### src/rtl/boruss_pkg.sv
// boruss_pkg: shared state encodings and constants for the boruss prefetch unit.
package boruss_pkg;

    typedef enum logic [1:0] {
        IDLE    = 2'd0,
        REQ     = 2'd1,
        DISCARD = 2'd2,
        STOP    = 2'd3
    } pf_state_e;

    localparam logic [7:0] HALT_OPCODE = 8'hFF;
    localparam int DEF_ADDR_W = 8;
    localparam int DEF_DATA_W = 8;

endpackage

### src/rtl/boruss_sync_fifo.sv
// boruss_sync_fifo: circular buffer with combinational head read; flush beats push and pop.
module boruss_sync_fifo #(
    parameter  int DEPTH = 4,
    parameter  int WIDTH = 16,
    localparam int PW    = $clog2(DEPTH),
    localparam int LW    = PW + 1
) (
    input  logic             clk,
    input  logic             reset,
    input  logic             flush,
    input  logic             push,
    input  logic             pop,
    input  logic [WIDTH-1:0] wdata,
    output logic [WIDTH-1:0] rdata,
    output logic [LW-1:0]    level
);

    logic [WIDTH-1:0] mem_q [DEPTH];
    logic [PW-1:0]    wr_ptr_q, rd_ptr_q;
    logic [LW-1:0]    level_q;
    logic             do_push, do_pop;

    assign do_pop  = pop && level_q != '0;
    assign do_push = push && (level_q != LW'(DEPTH) || do_pop);

    always_ff @(posedge clk or posedge reset) begin
        if (reset) begin
            wr_ptr_q <= '0;
            rd_ptr_q <= '0;
            level_q  <= '0;
        end else if (flush) begin
            wr_ptr_q <= '0;
            rd_ptr_q <= '0;
            level_q  <= '0;
        end else begin
            if (do_push) wr_ptr_q <= wr_ptr_q + 1'b1;
            if (do_pop) rd_ptr_q <= rd_ptr_q + 1'b1;
            level_q <= level_q + LW'(do_push) - LW'(do_pop);
        end
    end

    // Storage needs no reset: entries are only visible while counted in level.
    always_ff @(posedge clk) begin
        if (do_push && !flush) mem_q[wr_ptr_q] <= wdata;
    end

    assign rdata = level_q != '0 ? mem_q[rd_ptr_q] : '0;
    assign level = level_q;

endmodule

### src/rtl/boruss_prefetch_unit.sv
// boruss_prefetch_unit: fetches instruction bytes over req/ack into a queue and streams them
// to the control FSM; redirects flush and restart, a HALT byte stops fetching.
module boruss_prefetch_unit
    import boruss_pkg::*;
#(
    parameter  int                DEPTH      = 4,
    parameter  int                ADDR_W     = DEF_ADDR_W,
    parameter  int                DATA_W     = DEF_DATA_W,
    parameter  logic [ADDR_W-1:0] RESET_ADDR = '0,
    localparam int                LW         = $clog2(DEPTH) + 1
) (
    input  logic              clk,
    input  logic              reset,
    input  logic              redirect,
    input  logic [ADDR_W-1:0] redirect_addr,
    input  logic              instr_ready,
    output logic              instr_valid,
    output logic [DATA_W-1:0] instr_data,
    output logic [ADDR_W-1:0] instr_addr,
    output logic              mem_req,
    output logic [ADDR_W-1:0] mem_addr,
    input  logic              mem_ack,
    input  logic [DATA_W-1:0] mem_rdata,
    output logic [LW-1:0]     level,
    output logic              stopped
);

    pf_state_e                state_q, state_d;
    logic [ADDR_W-1:0]        fetch_ptr_q, fetch_ptr_d;
    logic [ADDR_W-1:0]        mem_addr_q, mem_addr_d;
    logic                     push, pop, is_halt;
    logic [ADDR_W+DATA_W-1:0] head;

    assign is_halt = mem_rdata == DATA_W'(HALT_OPCODE);

    always_ff @(posedge clk or posedge reset) begin
        if (reset) begin
            state_q     <= IDLE;
            fetch_ptr_q <= RESET_ADDR;
            mem_addr_q  <= RESET_ADDR;
        end else begin
            state_q     <= state_d;
            fetch_ptr_q <= fetch_ptr_d;
            mem_addr_q  <= mem_addr_d;
        end
    end

    // A redirect always retargets fetch_ptr; an outstanding request still runs to its ack.
    always_comb begin
        state_d     = state_q;
        fetch_ptr_d = redirect ? redirect_addr : fetch_ptr_q;
        mem_addr_d  = mem_addr_q;
        push        = 1'b0;
        case (state_q)
            IDLE: begin
                if (!redirect && level < LW'(DEPTH)) begin
                    state_d    = REQ;
                    mem_addr_d = fetch_ptr_q;
                end
            end
            REQ: begin
                if (redirect) begin
                    state_d = mem_ack ? IDLE : DISCARD;
                end else if (mem_ack) begin
                    push        = 1'b1;
                    fetch_ptr_d = fetch_ptr_q + 1'b1;
                    state_d     = is_halt ? STOP : IDLE;
                end
            end
            DISCARD: state_d = mem_ack ? IDLE : DISCARD;
            STOP:    state_d = redirect ? IDLE : STOP;
            default: state_d = IDLE;
        endcase
    end

    assign pop         = instr_valid && instr_ready;
    assign instr_valid = level != '0;
    assign mem_req     = state_q == REQ || state_q == DISCARD;
    assign mem_addr    = mem_addr_q;
    assign stopped     = state_q == STOP;
    assign {instr_addr, instr_data} = head;

    boruss_sync_fifo #(
        .DEPTH(DEPTH),
        .WIDTH(ADDR_W + DATA_W)
    ) u_fifo (
        .clk  (clk),
        .reset(reset),
        .flush(redirect),
        .push (push),
        .pop  (pop),
        .wdata({fetch_ptr_q, mem_rdata}),
        .rdata(head),
        .level(level)
    );

endmodule
### config.mk
export PLATFORM = sky130hd
export DESIGN_NAME = boruss_prefetch_unit
export DESIGN_NICKNAME = d
export VERILOG_FILES = /design/src/rtl/boruss_pkg.sv /design/src/rtl/boruss_sync_fifo.sv /design/src/rtl/boruss_prefetch_unit.sv
export SDC_FILE = /design/constraint.sdc
export NUM_CORES = 1
export LEC_CHECK = 0
export BUFFER_PORTS_ARGS = -buffer_cell sky130_fd_sc_hd__buf_2
export CORE_UTILIZATION = 35
export DETAILED_ROUTE_END_ITERATION = 10
export GPL_TIMING_DRIVEN = 0
export PLACE_DENSITY = 0.58
export SYNTH_ARGS = -nofsm -noshare
export SYNTH_HDL_FRONTEND = slang
export SYNTH_HIERARCHICAL = 1
export SYNTH_SLANG_ARGS = --single-unit
### constraint.sdc
create_clock -name clk -period 2.7 [get_ports clk]
set_clock_uncertainty 0.15 [all_clocks]
set_input_delay 0 -clock clk [delete_from_list [all_inputs] [get_ports clk]]
set_output_delay 0 -clock clk [all_outputs]
set_load 0.01 [all_outputs]
After elaboration in Yosys (flattened, before gate mapping)
Memory sizes are Yosys's and may differ from the RTL's. Index checks and enable logic that the tools add are counted.

$add $sub $neg: 5. Order comparisons: 1. Equality and inequality tests: 7. Multiplexer cells: 22. Reduce and logical (&&, ||, !) cells: 14.

Operator list (count): two-way mux 8 bit (4); two-way mux 2 bit (10); two-way mux 16 bit (1); adder 8 x 1 -> 8 bit, second input constant (1); equality test 8 bit, second input constant (1); one-hot mux 2 bit (4 select lines) (1); inequality test 3 bit, second input constant (2); logical AND 1 bit (5); two-way mux 1 bit (5); adder 2 x 1 -> 2 bit, second input constant (2); equality test 2 bit, second input constant (2); AND reduction 2 bit (2); nonzero test 2 bit (2); adder 3 x 1 -> 3 bit (1); less-than comparator 3 bit, second input constant (1); two-way mux 3 bit (1); nonzero test 3 bit (1); subtractor 3 x 1 -> 3 bit (1); equality test 2 x 1 -> 1 bit, second input constant (1); zero test 2 bit (1); logical OR 1 bit (2); inequality test 2 bit, second input constant (1); zero test 1 bit (1).

Register bits after elaboration: 25. Bits in writable memories: 64. Bits of input ports: 21. Output and inout port bits: 30. Word-level logic and storage cells: 56. Memories: 1.

Memory list: u_fifo.mem_q (words 4, width 16, read ports 1, clocked after Yosys merged registers in 0, wr ports 1, line boruss_sync_fifo.sv:18) `logic [WIDTH-1:0] mem_q [DEPTH];`.

Depth between registers and ports, before layout
Gate-level depths: netlist of the first run.

Depth after elaboration: 8. Depth in mapped cells: 13. Depth with buffers taken out: 13.

Cells and area by module
Netlist of the first run, hierarchy kept.

Modules (own cells, without submodules): boruss_sync_fifo (times used 1, cells each 149, area each 2895.3 um^2, seq. area each 2097.0 um^2); boruss_prefetch_unit (times used 1, cells each 94, area each 975.9 um^2, seq. area each 450.4 um^2).

Worst setup path before layout of the first run
OpenSTA, ideal clock, no wires.

Path type: register to register. Start: register u_fifo.level_q[1] (netlist: u_fifo/level[1]). End: register u_fifo.level_q[2] (netlist: u_fifo/level[2]). Setup time: 0.131 ns. Arrival time: 2.541 ns. Setup slack: -0.122 ns. Cell stages (with the launch flop): 13. Clock period less this slack: 2.822 ns. Cells stage by stage: dfrtp_1 > or3_1 > and2_1 > nor4b_2 > nor2b_1 > inv_1 > ha_1 > inv_1 > ha_1 > inv_1 > fa_1 > xnor2_1 > nor2_1.

Longest elaborated chain between the ends: 8. Elaborated cells on any way between the ends: 9. Those cells by class: 2 x add/sub; 1 x eq/ne; 1 x mux; 5 x reduce/logical.

Ends and longest elaborated chain: start: declaration (line boruss_sync_fifo.sv:20) `logic [LW-1:0] level_q;`; start signal: assignment (line boruss_sync_fifo.sv:38) `level_q <= level_q + LW'(do_push) - LW'(do_pop);`; nonzero test 3 bit (*) (line boruss_prefetch_unit.sv:77) `assign instr_valid = level != '0;`; named net instr_valid (line boruss_prefetch_unit.sv:17) `output logic instr_valid,`; logical AND 1 bit (*) (line boruss_prefetch_unit.sv:76) `assign pop = instr_valid && instr_ready;`; named net pop (line boruss_prefetch_unit.sv:31) `logic push, pop, is_halt;`; logical AND 1 bit (*) (line boruss_sync_fifo.sv:23) `assign do_pop = pop && level_q != '0;`; logical OR 1 bit (line boruss_sync_fifo.sv:24) `assign do_push = push && (level_q != LW'(DEPTH) || do_pop);`; logical AND 1 bit (line boruss_sync_fifo.sv:24); adder 3 x 1 -> 3 bit (line boruss_sync_fifo.sv:38); subtractor 3 x 1 -> 3 bit (*) (line boruss_sync_fifo.sv:38); two-way mux 3 bit (*) (line boruss_sync_fifo.sv:31) `end else if (flush) begin`.

The timed path passes the listed nets; every way through them passes the cells marked *. A chain may end at the register's enable or synchronous reset.

Worst setup path after layout of the first run
Start: register u_fifo.level_q[2] (netlist: u_fifo/level[2]). End: register u_fifo.level_q[2] (netlist: u_fifo/level[2]).

Longest elaborated chain between the ends: 8. Elaborated cells on any way between the ends: 9. Those cells by class: 2 x add/sub; 1 x eq/ne; 1 x mux; 5 x reduce/logical.

Ends and longest elaborated chain (line): nonzero test 3 bit (*) (boruss_prefetch_unit.sv:77); logical AND 1 bit (*) (boruss_prefetch_unit.sv:76); named net pop (boruss_prefetch_unit.sv:31); logical AND 1 bit (*) (boruss_sync_fifo.sv:23); logical OR 1 bit (boruss_sync_fifo.sv:24); logical AND 1 bit (boruss_sync_fifo.sv:24); adder 3 x 1 -> 3 bit (boruss_sync_fifo.sv:38); subtractor 3 x 1 -> 3 bit (*) (boruss_sync_fifo.sv:38); two-way mux 3 bit (*) (boruss_sync_fifo.sv:31).

Marks and branches as above.

==> results.md, run 1 <==
- Synth Area in Adders: 4.40%
- First-pass GRT wire length: 12.4 mm
- Static leakage: 0.00188 µW
- Cell Pwr Density: 767 nW/µm²
- Final worst path period share: 101%
- Mapped cell area: 3870 µm²
- Die area: 11500 µm²
- Root buffer cell: clkbuf_8
- First-pass DRT Iterations: 4
- CTS Buf Count: 9
- Worst-Skew Late Latency: around 0.35 ns
- Setup Total Neg Slack: -0.0193 ns
- Crit-path max FO: 3
- Initial drt markers: 78
- Synth Warn #: 6
- HPWL after DPL: 5.00 mm
- Layout area overhead: 26.5%
- HP Class: input pin to flip-flop
- Mux contribution to synthesized area: 12.7%
- I/O pins: 51
- Pwr Total: 3760 µW
- PnR worst setup slack: -0.0193 ns
- Result of the run: complete, but fails checks
- Area leader, netlist: edfxtp_1
- Synth Flop Type: edfxtp_1
- Failing checks: setup timing
- RSZ-0062 raised after global routing: yes
- Seq. cell area: 2550 µm²
- CP Class: flip-flop to flip-flop
- Die X: 107 µm
- Placer congestion estimate: approximately 0.75
- Chip height: 107 µm
- Fin. Hold Viols: 0
- # placed instances: 433
- CP Capture Type: flip-flop
- Area of the multi-input gates: 1300 µm²
- Largest family of logic cells by synthesized area: multiplexers
- Drc violations: 0
- Netlist cell types: 35
- Total GRT Usage: 14.8%
- Buffers on Ports: 50
- Vias: about 2200
- Largest net degree at the start of global routing: 19
- Top cell type's share of synthesized area: between 40% and 50%
- Avg Inst Size Synth: 15.9 µm²
- Htree depth: 3
- Fmax: 368 MHz
- Most instantiated cells after synthesis: 64 x edfxtp_1, 25 x dfrtp_1, 18 x nor2b_1, 16 x mux4_2
- Fin crit period: about 2.7 ns
- Initial antenna violation count: 0
- Least-Margin Pin Slew: between 0.7 and 0.8 ns
- Top cells by area in the synthesized netlist: edfxtp_1 50%, dfrtp_1 16%, mux4_2 9.3%
- Xor/xnor cell area share of the yosys netlist: 2.26%
- Final WL: around 7.7 mm
- Post-synth ARST share: between 20 and 30%
- Starting Density: around 36%
- Share of cells above drive strength 1: a little under two fifths
- Worst-path clk slew: 0.09 ns
- Mapped Cells: 243
- Simple-Gate Fraction of Synth Area: 9.73%
- Crit path DAT: between 2 and 3 ns
- Number of global-route vias before repair: 2387
- Register area share after synthesis: 65.8%
- CTS tree: built
- Final Setup Violations: 1
- Clock sinks: 89
- # rows: 38
- Maxcap violations: 0
- Grt ovf: 0
- Cell with the most instances after synthesis: edfxtp_1
- Area of the core: 10800 µm²
- Synth Register Bits: 89
- Antenna Diode Count: 0
- Via density: 4.65
- Layout Cells excl Fill: 482
- Number of fill cells: 1004
- VDD IR-drop max: 0.467 mV
- WL per Instance: 16.1 µm
- Layout Nets: approximately 370
- Pins over their slew limit: 0
- Max-Slew Margin vs Limit: 51.4%
- Number of synthesized flops with an enable pin: 64
- Startpoint types: flip-flop
- CTS Buffer Depth: 2
- Final antenna-violating net count: 0
- Required time of the critical path: 2.78 ns
- Syn Nets: 277
- Compound-Gate Fraction of Synth Area: 2.39%
-- layer usage --
metal	GRT usage [%]	up-vias	routed length, µm
met5	0	-	0
met4	4.11	0	84
met3	4.01	8	306
met2	24.7	52	3920
met1	19.0	1108	3430
li1	-	1074	-
-- stage by stage --
step,area (µm²),hold WS (ns),worst slack [ns],utilization [%]
detailed placement,4320,-0.170,-0.180,40.0
global route,4900,0.0239,-0.132,45.4
finish,4900,0.00935,-0.0193,45.4
CTS,4840,0.00480,0.00107,44.9
global placement,4320,-0.178,-0.134,40.0
floorplan,3900,-0.347,-0.0111,-
-- what timing repair did --
item,CTS,global route
pin swaps,1,6
gates resized for setup,7,10
endpoints found under the hold margin,75,0
setup buffers,6,1
endpoints found under the setup margin,66,2
hold buffers,27,0
-- logic make-up after synthesis --
| kind of cell | after synthesis |
|---|---|
| DFF | 89 |
| and+or+nand+nor | 66 |
| muxes | 28 |
| buffers and inverters | 21 |
| AOI/OAI and AO/OA | 16 |
| adders and majority gates | 13 |
| xor gates and xnor gates | 10 |
-- registers in the layout, indices dropped and copies added, names as in the netlist --
signal,flops
u_fifo/wr_ptr_q,2
u_fifo/mem_q,64
u_fifo/rd_ptr_q,2
u_fifo/level,3
mem_addr,8
state_q,2
fetch_ptr_q,8
-- path summary, 6_finish.rpt --
check / to / slack [ns] / cells after the start / from
max: u_fifo/level[2] / -0.02 / 12 / u_fifo/level[2]
min: u_fifo/rd_ptr_q[1] / 0.009 / 5 / instr_ready
max reg2reg: u_fifo/level[2] / -0.02 / 12 / u_fifo/level[2]
min reg2reg: mem_addr[1] / 0.36 / 1 / mem_addr[1]
max in group asynchronous: u_fifo/level[2] / 1.60 / 4 / reset
min in group asynchronous: fetch_ptr_q[2] / 0.17 / 3 / reset
-- worst max-delay path, stage by stage, from the launching register on --
cell	delay (ns)
dfrtp_2	0.41
or3_4	0.38
and2_4	0.18
nor4b_4	0.34
nor2b_4	0.07
inv_2	0.07
ha_4	0.20
inv_4	0.05
ha_4	0.11
inv_2	0.03
fa_2	0.37
xnor2_2	0.17
nor2_1	0.05
-- report_power, final --
part / internal, µW / leakage (µW) / switching, µW
sequential: 1610 / 0.000890 / 101
combinational: 555 / 0.000893 / 598
clock: 427 / 0.0000921 / 464
-- layout by cell type (no fill, tap or decap), types with 4 or more instances in the layout --
cell / netlist / routed
nor2_1: 13 / 11
nand2_1: 13 / 13
edfxtp_1: 64 / 64
dlygate4sd3_1: 0 / 27
and2_2: 0 / 4
buf_2: 3 / 53
mux2_2: 9 / 9
inv_1: 13 / 10
ha_1: 12 / 9
mux4_2: 16 / 16
dfrtp_1: 25 / 22
xnor2_1: 7 / 6
o21ai_1: 5 / 5
clkbuf_8: 0 / 9
buf_4: 0 / 7
o21ai_0: 4 / 4
nor2b_1: 18 / 17
-- cell type report --
type	count	area share [%]
Multi-Input combinational cell	133	26.5
Inverter	13	1.05
Tap cell	140	3.58
Clock inverter	6	1.38
Buffer	8	1.15
Clock buffer	9	2.53
Sequential cell	89	52.1
Timing Repair Buffer	84	11.7
(Power assumes the default switching activity.)
==> run 2, diff against run 1 <==
--- a/config.mk
+++ b/config.mk
@@ -9,6 +9,7 @@
 export CORE_UTILIZATION = 35
 export DETAILED_ROUTE_END_ITERATION = 10
 export GPL_TIMING_DRIVEN = 0
+export HOLD_SLACK_MARGIN = 0.03
 export PLACE_DENSITY = 0.58
 export SYNTH_ARGS = -nofsm -noshare
 export SYNTH_HDL_FRONTEND = slang
==> constraint.sdc (replaced) <==
create_clock -name clk -period 2.5 [get_ports clk]
set_clock_uncertainty 0.15 [all_clocks]
set_input_delay 0 -clock clk [delete_from_list [all_inputs] [get_ports clk]]
set_output_delay 0 -clock clk [all_outputs]
set_load 0.01 [all_outputs]
==> results.md, run 2 (same netlist as run 1, synthesis figures left out) <==
- Final worst path period share: 106% (+5.2 points)
- Utilization after layout: 45.7% (+0.27 points)
- Static leakage: 0.00189 µW (+0.74%)
- Htree depth: 3 (unchanged)
- Worst path bufs/invs: 3 (unchanged)
- Most frequent cells in the layout: 64 x edfxtp_1, 53 x buf_2, 28 x dlygate4sd3_1
- Root buffer cell: clkbuf_8
- Die X: 107 µm (unchanged)
- First-pass GRT wire length: 12.5 mm (+0.89%)
- Max-Slew Margin vs Limit: 51.1% (-0.33 points)
- Top reg by flops: u_fifo/mem_q
- Number of global-route vias before repair: 2420 (+1.4%)
- Layout Nets: 374 (+0.54%)
- Fmax: 378 MHz (+2.7%)
- Starting Density: 35.9% (unchanged)
- Grt ovf: 0 (unchanged)
- Area of the core: 10800 µm² (unchanged)
- Buffers on Ports: 50 (unchanged)
- Worst-path clk slew: 0.08 ns (about the same)
- HPWL after DPL: 5.00 mm (unchanged)
- Startpoint types: flip-flop
- Met1 Usage GRT: 18.9% (-0.040 points)
- Clock sinks: 89 (unchanged)
- CP peak stage delay: 0.41 ns (about the same)
- RSZ-0062 raised after global routing: yes
- Number of fill cells: 1003 (-0.10%)
- Share of cells above drive strength 1: 38.4% (+0.36 points)
- Pwr Total: 4090 µW (+9.0%)
- WL per Instance: 16.1 µm (+0.40%)
- Failing checks: setup timing
- CP Class: flip-flop to flip-flop
- Cell Pwr Density: 831 nW/µm² (+8.4%)
- GR met2 Demand/Resource: 24.9% (+0.18 points)
- Final Setup Violations: 2 (+1)
- Final antenna-violating net count: 0 (unchanged)
- PnR worst setup slack: -0.149 ns (-0.130 ns)
- Antenna Diode Count: 0 (unchanged)
- HP Class: input pin to flip-flop
- Top Usage Layer GRT: met2
- Setup Total Neg Slack: -0.258 ns (-0.238 ns)
- Crit path DAT: 2.73 ns (-0.07 ns)
- Largest net degree at the start of global routing: 19 (unchanged)
- Hold Slack: 0.109 ns (+0.0999 ns)
- CTS Buf Count: 9 (unchanged)
- Required time of the critical path: 2.58 ns (-0.20 ns)
- Initial antenna violation count: 0 (unchanged)
- Via density: 4.66 (+0.25%)
- Placer congestion estimate: 0.748 (unchanged)
- CTS Buffer Depth: 2 (unchanged)
- Final WL: 7.81 mm (+0.81%)
- Maxcap violations: 0 (unchanged)
- Max stage delay cell, worst path: dfrtp_2
- Delay-heaviest family, CP: simple AND/OR/NAND/NOR gates
- Worst-Skew Late Latency: 0.35 ns (about the same)
- Layout area overhead: 27.3%
- Commonest non-fill, non-tap cell in the layout: edfxtp_1
- Chip height: 107 µm (unchanged)
- Vias: 2257 (+0.67%)
- Result of the run: complete, but fails checks
- Met3 Use GR: 4.01% (unchanged)
- Die area: 11500 µm² (unchanged)
- # placed instances: 433 (unchanged)
- Total GRT Usage: 14.9% (+0.11 points)
- Least-Margin Pin Slew: 0.733 ns (+0.00496 ns)
- Initial drt markers: 84 (+7.7%)
- Worst-path cell chain: or3_4 -> and2_4 -> nor4b_4 -> nor2b_4 -> inv_2 -> ha_4 -> inv_4 -> ha_4 -> inv_2 -> fa_2 -> xnor2_2 -> nor2_1
- CTS tree: built
- CP Capture Type: flip-flop
- Fin. Hold Viols: 0 (unchanged)
- Pins over their slew limit: 0 (unchanged)
- # rows: 38 (unchanged)
- VDD IR-drop max: 0.507 mV (+8.5%)
- First-pass DRT Iterations: 4 (unchanged)
- Crit-path max FO: 2 (-1)
- Fin crit period: 2.65 ns (-0.0704 ns)
- Max reg flops: 64 (unchanged)
- Drc violations: 0 (unchanged)
- Layout Cells excl Fill: 484 (+0.41%)
- I/O pins: 51 (unchanged)
## run 2: path summary, 6_finish.rpt
kind / cells past startpoint / start / endpoint / slack (ns)
max in group asynchronous: 4 / reset / u_fifo/level[2] / 1.40
hold reg to reg: 1 / mem_addr[1] / mem_addr[1] / 0.36
min in group asynchronous: 3 / reset / state_q[0] / 0.18
setup reg to reg: 12 / u_fifo/level[2] / u_fifo/level[2] / -0.15
setup / recovery: 12 / u_fifo/level[2] / u_fifo/level[2] / -0.15
hold / removal: 6 / instr_ready / u_fifo/wr_ptr_q[1] / 0.11
## run 2: routing by layer
metal  share of wire (%)  vias up
met5                   0        -
met1                  44     1123
li1                    -     1074
met2                  51       50
met4                 1.5        0
met3                 4.0       10
## run 2: worst min-delay path, stage by stage
cell	delay, ns
buf_2	0.08
and2_4	0.15
nor4b_4	0.05
nor2b_4	0.11
buf_4	0.12
mux2i_1	0.06
## run 2: final cells by class
class	instances	area (µm²)	share of cell area, %
clock buffers	9	124	2.51
flip-flops and latches	89	2550	51.8
repair buffers	86	591	12.0
well taps	140	175	3.56
multi-input cells	133	1310	26.6
inverters	13	51.3	1.04
plain buffers	8	56.3	1.14
clock inverters	6	67.6	1.37
## run 2: repair_timing
| item | 4_1_cts | 5_1_grt |
|---|---|---|
| hold endpoints to repair | 75 | 0 |
| setup buffers | 8 | 0 |
| pin swaps | 1 | 7 |
| endpoints found under the setup margin | 76 | 66 |
| resized for setup | 8 | 15 |
| hold buffers | 28 | 0 |
## run 2: through the flow
stage / instance area, µm² / worst slack [ns]
final: 4930 / -0.149
after global routing: 4930 / -0.269
after CTS: 4870 / -0.169
after detailed placement: 4320 / -0.380
after global placement: 4320 / -0.334
after floorplan: 3900 / -0.211
## run 2: power by group
| group | internal (µW) | leakage (µW) | switching [µW] |
|---|---|---|---|
| Clock | 461 | 0.0000921 | 500 |
| Combinational | 627 | 0.000907 | 656 |
| Sequential | 1740 | 0.000890 | 110 |
==> run 3, diff against run 2 <==
--- a/config.mk
+++ b/config.mk
@@ -5,12 +5,13 @@
 export SDC_FILE = /design/constraint.sdc
 export NUM_CORES = 1
 export LEC_CHECK = 0
+export ABC_AREA = 1
 export BUFFER_PORTS_ARGS = -buffer_cell sky130_fd_sc_hd__buf_2
 export CORE_UTILIZATION = 35
 export DETAILED_ROUTE_END_ITERATION = 10
 export GPL_TIMING_DRIVEN = 0
 export HOLD_SLACK_MARGIN = 0.03
-export PLACE_DENSITY = 0.58
+export PLACE_DENSITY_LB_ADDON = 0.25
 export SYNTH_ARGS = -nofsm -noshare
 export SYNTH_HDL_FRONTEND = slang
 export SYNTH_HIERARCHICAL = 1
==> results.md, run 3 <==
- Result of the run: finished, final reports clean
- I/O pins: 51 (unchanged)
- Static leakage: 0.00252 µW (+34%)
- Maxcap violations: 0 (unchanged)
- Mapped Cells: 445 (+83%)
- Top reg by flops: u_fifo/mem_q
- Synth Warn #: 6 (unchanged)
- Share of cells above drive strength 1: 24.1% (-14 points)
- Total GRT Usage: 15.7% (+0.79 points)
- Fmax: 410 MHz (+8.7%)
- Internal power: 3270 µW (+15%)
- Layout Nets: 577 (+54%)
- Avg Inst Size Synth: 9.70 µm² (-39%)
- VDD IR-drop max: 0.484 mV (-4.5%)
- Commonest non-fill, non-tap cell in the layout: nand2_1
- Least-Margin Pin Slew: 0.678 ns (-0.0555 ns)
- Reg2reg start: u_fifo/level[0]
- Number of synthesized flops with an enable pin: 64 (unchanged)
- Syn Nets: 479 (+73%)
- CP peak stage delay: 0.51 ns (+0.10 ns)
- Synth Register Bits: 89 (unchanged)
- Root buffer cell: clkbuf_16
- Cell Pwr Density: 890 nW/µm² (+7.2%)
- Initial drt markers: 117 (+39%)
- CP Capture Type: flip-flop
- Startpoint types: flip-flop
- Crit path DAT: 2.51 ns (-0.22 ns)
- Die X: 113 µm (+5.5%)
- Placer congestion estimate: 0.834 (+12%)
- Clock power share: 26.5% (+3.0 points)
- Top cell by count, worst path: inv_2
- Max reg flops: 64 (unchanged)
- Worst-path clk slew: 0.06 ns (-0.02 ns)
- Final Setup Violations: 0 (-2)
- Layout area overhead: 27.4% (about the same)
- Largest net degree at the start of global routing: 19 (unchanged)
- Max stage delay cell, worst path: fa_2
- Grt ovf: 0 (unchanged)
- Reg-to-reg slack, setup: 0.06 ns (+0.21 ns)
- Mapped cell area: 4320 µm² (+12%)
- Sw frac: 33.3% (+2.4 points)
- Worst-Skew Late Latency: 0.34 ns (about the same)
- Most frequent cells in the layout: 144 x nand2_1, 64 x edfxtp_1, 58 x inv_1
- Area leader, netlist: edfxtp_1
- Top cell type's share of synthesized area: 44.5% (-5.1 points)
- Htree depth: 3 (unchanged)
- Via density: 4.61 (-1.1%)
- Die area: 12800 µm² (+11%)
- Top cells by area in the synthesized netlist: edfxtp_1 45%, dfrtp_1 14%, nand2_1 13%
- Delay-heaviest family, CP: adder cells
- Worst path bufs/invs: 2 (-1)
- Final antenna-violating net count: 0 (unchanged)
- HPWL after DPL: 6.33 mm (+27%)
- Pwr Total: 4900 µW (+20%)
- Reg power frac: 40.3% (-4.9 points)
- Required time of the critical path: 2.57 ns (about the same)
- WL per Instance: 13.8 µm (-15%)
- P_sw: 1630 µW (+29%)
- Max-Slew Margin vs Limit: 54.8% (+3.7 points)
- Final worst path period share: 97.5% (-8.5 points)
- Most instantiated cells after synthesis: 146 x nand2_1, 64 x edfxtp_1, 62 x inv_1, 32 x nand3_1, 28 x nor2_1
- Chip height: 113 µm (+5.5%)
- Gate power share: 33.2% (+1.9 points)
- CP Class: flip-flop to flip-flop
- # rows: 40 (+5.3%)
- Post-synth ARST share: 28.1% (unchanged)
- Number of global-route vias before repair: 3013 (+25%)
- First-pass DRT Iterations: 4 (unchanged)
- Fin. Hold Viols: 0 (unchanged)
- Crit-path max FO: 4 (+2)
- Synth Flop Type: edfxtp_1
- Initial antenna violation count: 0 (unchanged)
- Final WL: 9.58 mm (+23%)
- Fin crit period: 2.44 ns (-0.212 ns)
- First-pass GRT wire length: 15.0 mm (+20%)
- Utilization after layout: 45.8% (+0.13 points)
- Buffers on Ports: 50 (unchanged)
- Cell with the most instances after synthesis: nand2_1
- Vias: 3204 (+42%)
- Drc violations: 0 (unchanged)
- Clock sinks: 89 (unchanged)
- Worst-path cell chain: or3_4 -> and2_4 -> nor2_2 -> nand2_1 -> nand2_2 -> ha_4 -> inv_2 -> ha_2 -> inv_2 -> fa_2 -> nor2_1
- Antenna Diode Count: 0 (unchanged)
- CTS tree: built
- Starting Density: 35.9% (+0.080 points)
- CTS Buffer Depth: 2 (unchanged)
- Register area share after synthesis: 59.0% (-6.8 points)
- HP Class: input pin to asynchronous set/reset pin
- CTS Buf Count: 9 (unchanged)
- Pins over their slew limit: 0 (unchanged)
- Area of the core: 12000 µm² (+11%)
- Netlist cell types: 34 (-2.9%)
- Setup crit start: u_fifo/level[0]
run 3: cell count changes in the layout (fill, tap and decap cells not counted), moves of 14 or more:
cell | previous run | this run
a21oi_1 | 2 | 16
inv_1 | 9 | 58
mux4_2 | 16 | 0
nand2_1 | 13 | 144
nand3_1 | 3 | 31
nor2b_1 | 17 | 0
run 3: metrics by stage:
step | hold WS, ns | TNS (ns) | setup slack [ns] | std cells | instance area, µm²
after floorplan | -0.347 | 0 | 0.00223 | 445 | 4330
after CTS | 0.188 | 0 | 0.000152 | 690 | 5390
after detailed placement | -0.166 | -8.53 | -0.272 | 644 | 4800
final | 0.162 | 0 | 0.0634 | 695 | 5500
after global routing | 0.236 | -0.0416 | -0.0293 | 695 | 5500
after global placement | -0.180 | -40.91 | -0.684 | 642 | 4760
run 3: path summary, 6_finish.rpt:
check,cells after the start,to
worst max-delay path,11,u_fifo/level[1]
worst min-delay path,3,state_q[0]
worst max register to register,11,u_fifo/level[1]
worst min register to register,2,mem_addr[1]
max in group asynchronous,4,u_fifo/level[1]
min in group clk,2,u_fifo/mem_q[0][1]
run 3: kinds of logic after synthesis:
| family | share of synthesized area [%] |
|---|---|
| buf+inv | 9.19 |
| fa+ha+maj | 3.94 |
| xor+xnor | 0.609 |
| simple gates | 21.0 |
| mux | 0.232 |
| compound gates | 6.03 |
| flops | 59.0 |
run 3: worst min-delay path, cell delays in order:
cell and delay (ns):
dlygate4sd3_1 0.52, buf_2 0.12, inv_1 0.49
run 3: per-layer routing:
metal / up-vias / GRT usage [%] / routed length, µm
met2: 82 / 26.0 / 4650
met3: 8 / 4.23 / 475
met4: 0 / 5.09 / 68
li1: 1625 / - / -
met1: 1489 / 20.0 / 4390
met5: - / 0 / 0
run 3: layout make-up:
class	instances	area (µm²)
clock inverters	5	55.1
clock buffers	11	233
multi-input cells	275	1450
inverters	65	249
flip-flops and latches	89	2550
repair buffers	87	633
fillers	1175	6510
well taps	147	184
plain buffers	16	148
run 3: what timing repair did:
| item | 4_1_cts | 5_1_grt |
|---|---|---|
| resized for setup | 4 | 14 |
| pin swaps | 0 | 2 |
| setup endpoints to repair | 34 | 46 |
| hold buffers | 26 | 0 |
| hold endpoints to repair | 74 | 0 |
| buffers inserted | 4 | 5 |
run 3: power groups by stage:
stage	clock [µW]	sequential (µW)	combinational (µW)
5_1_grt	1390	2000	1820
3_3_place_gp	0	2010	1440
3_5_place_dp	0	2020	1470
6_report	1300	1970	1620
4_1_cts	1330	1970	1580
2_1_floorplan	0	2000	979
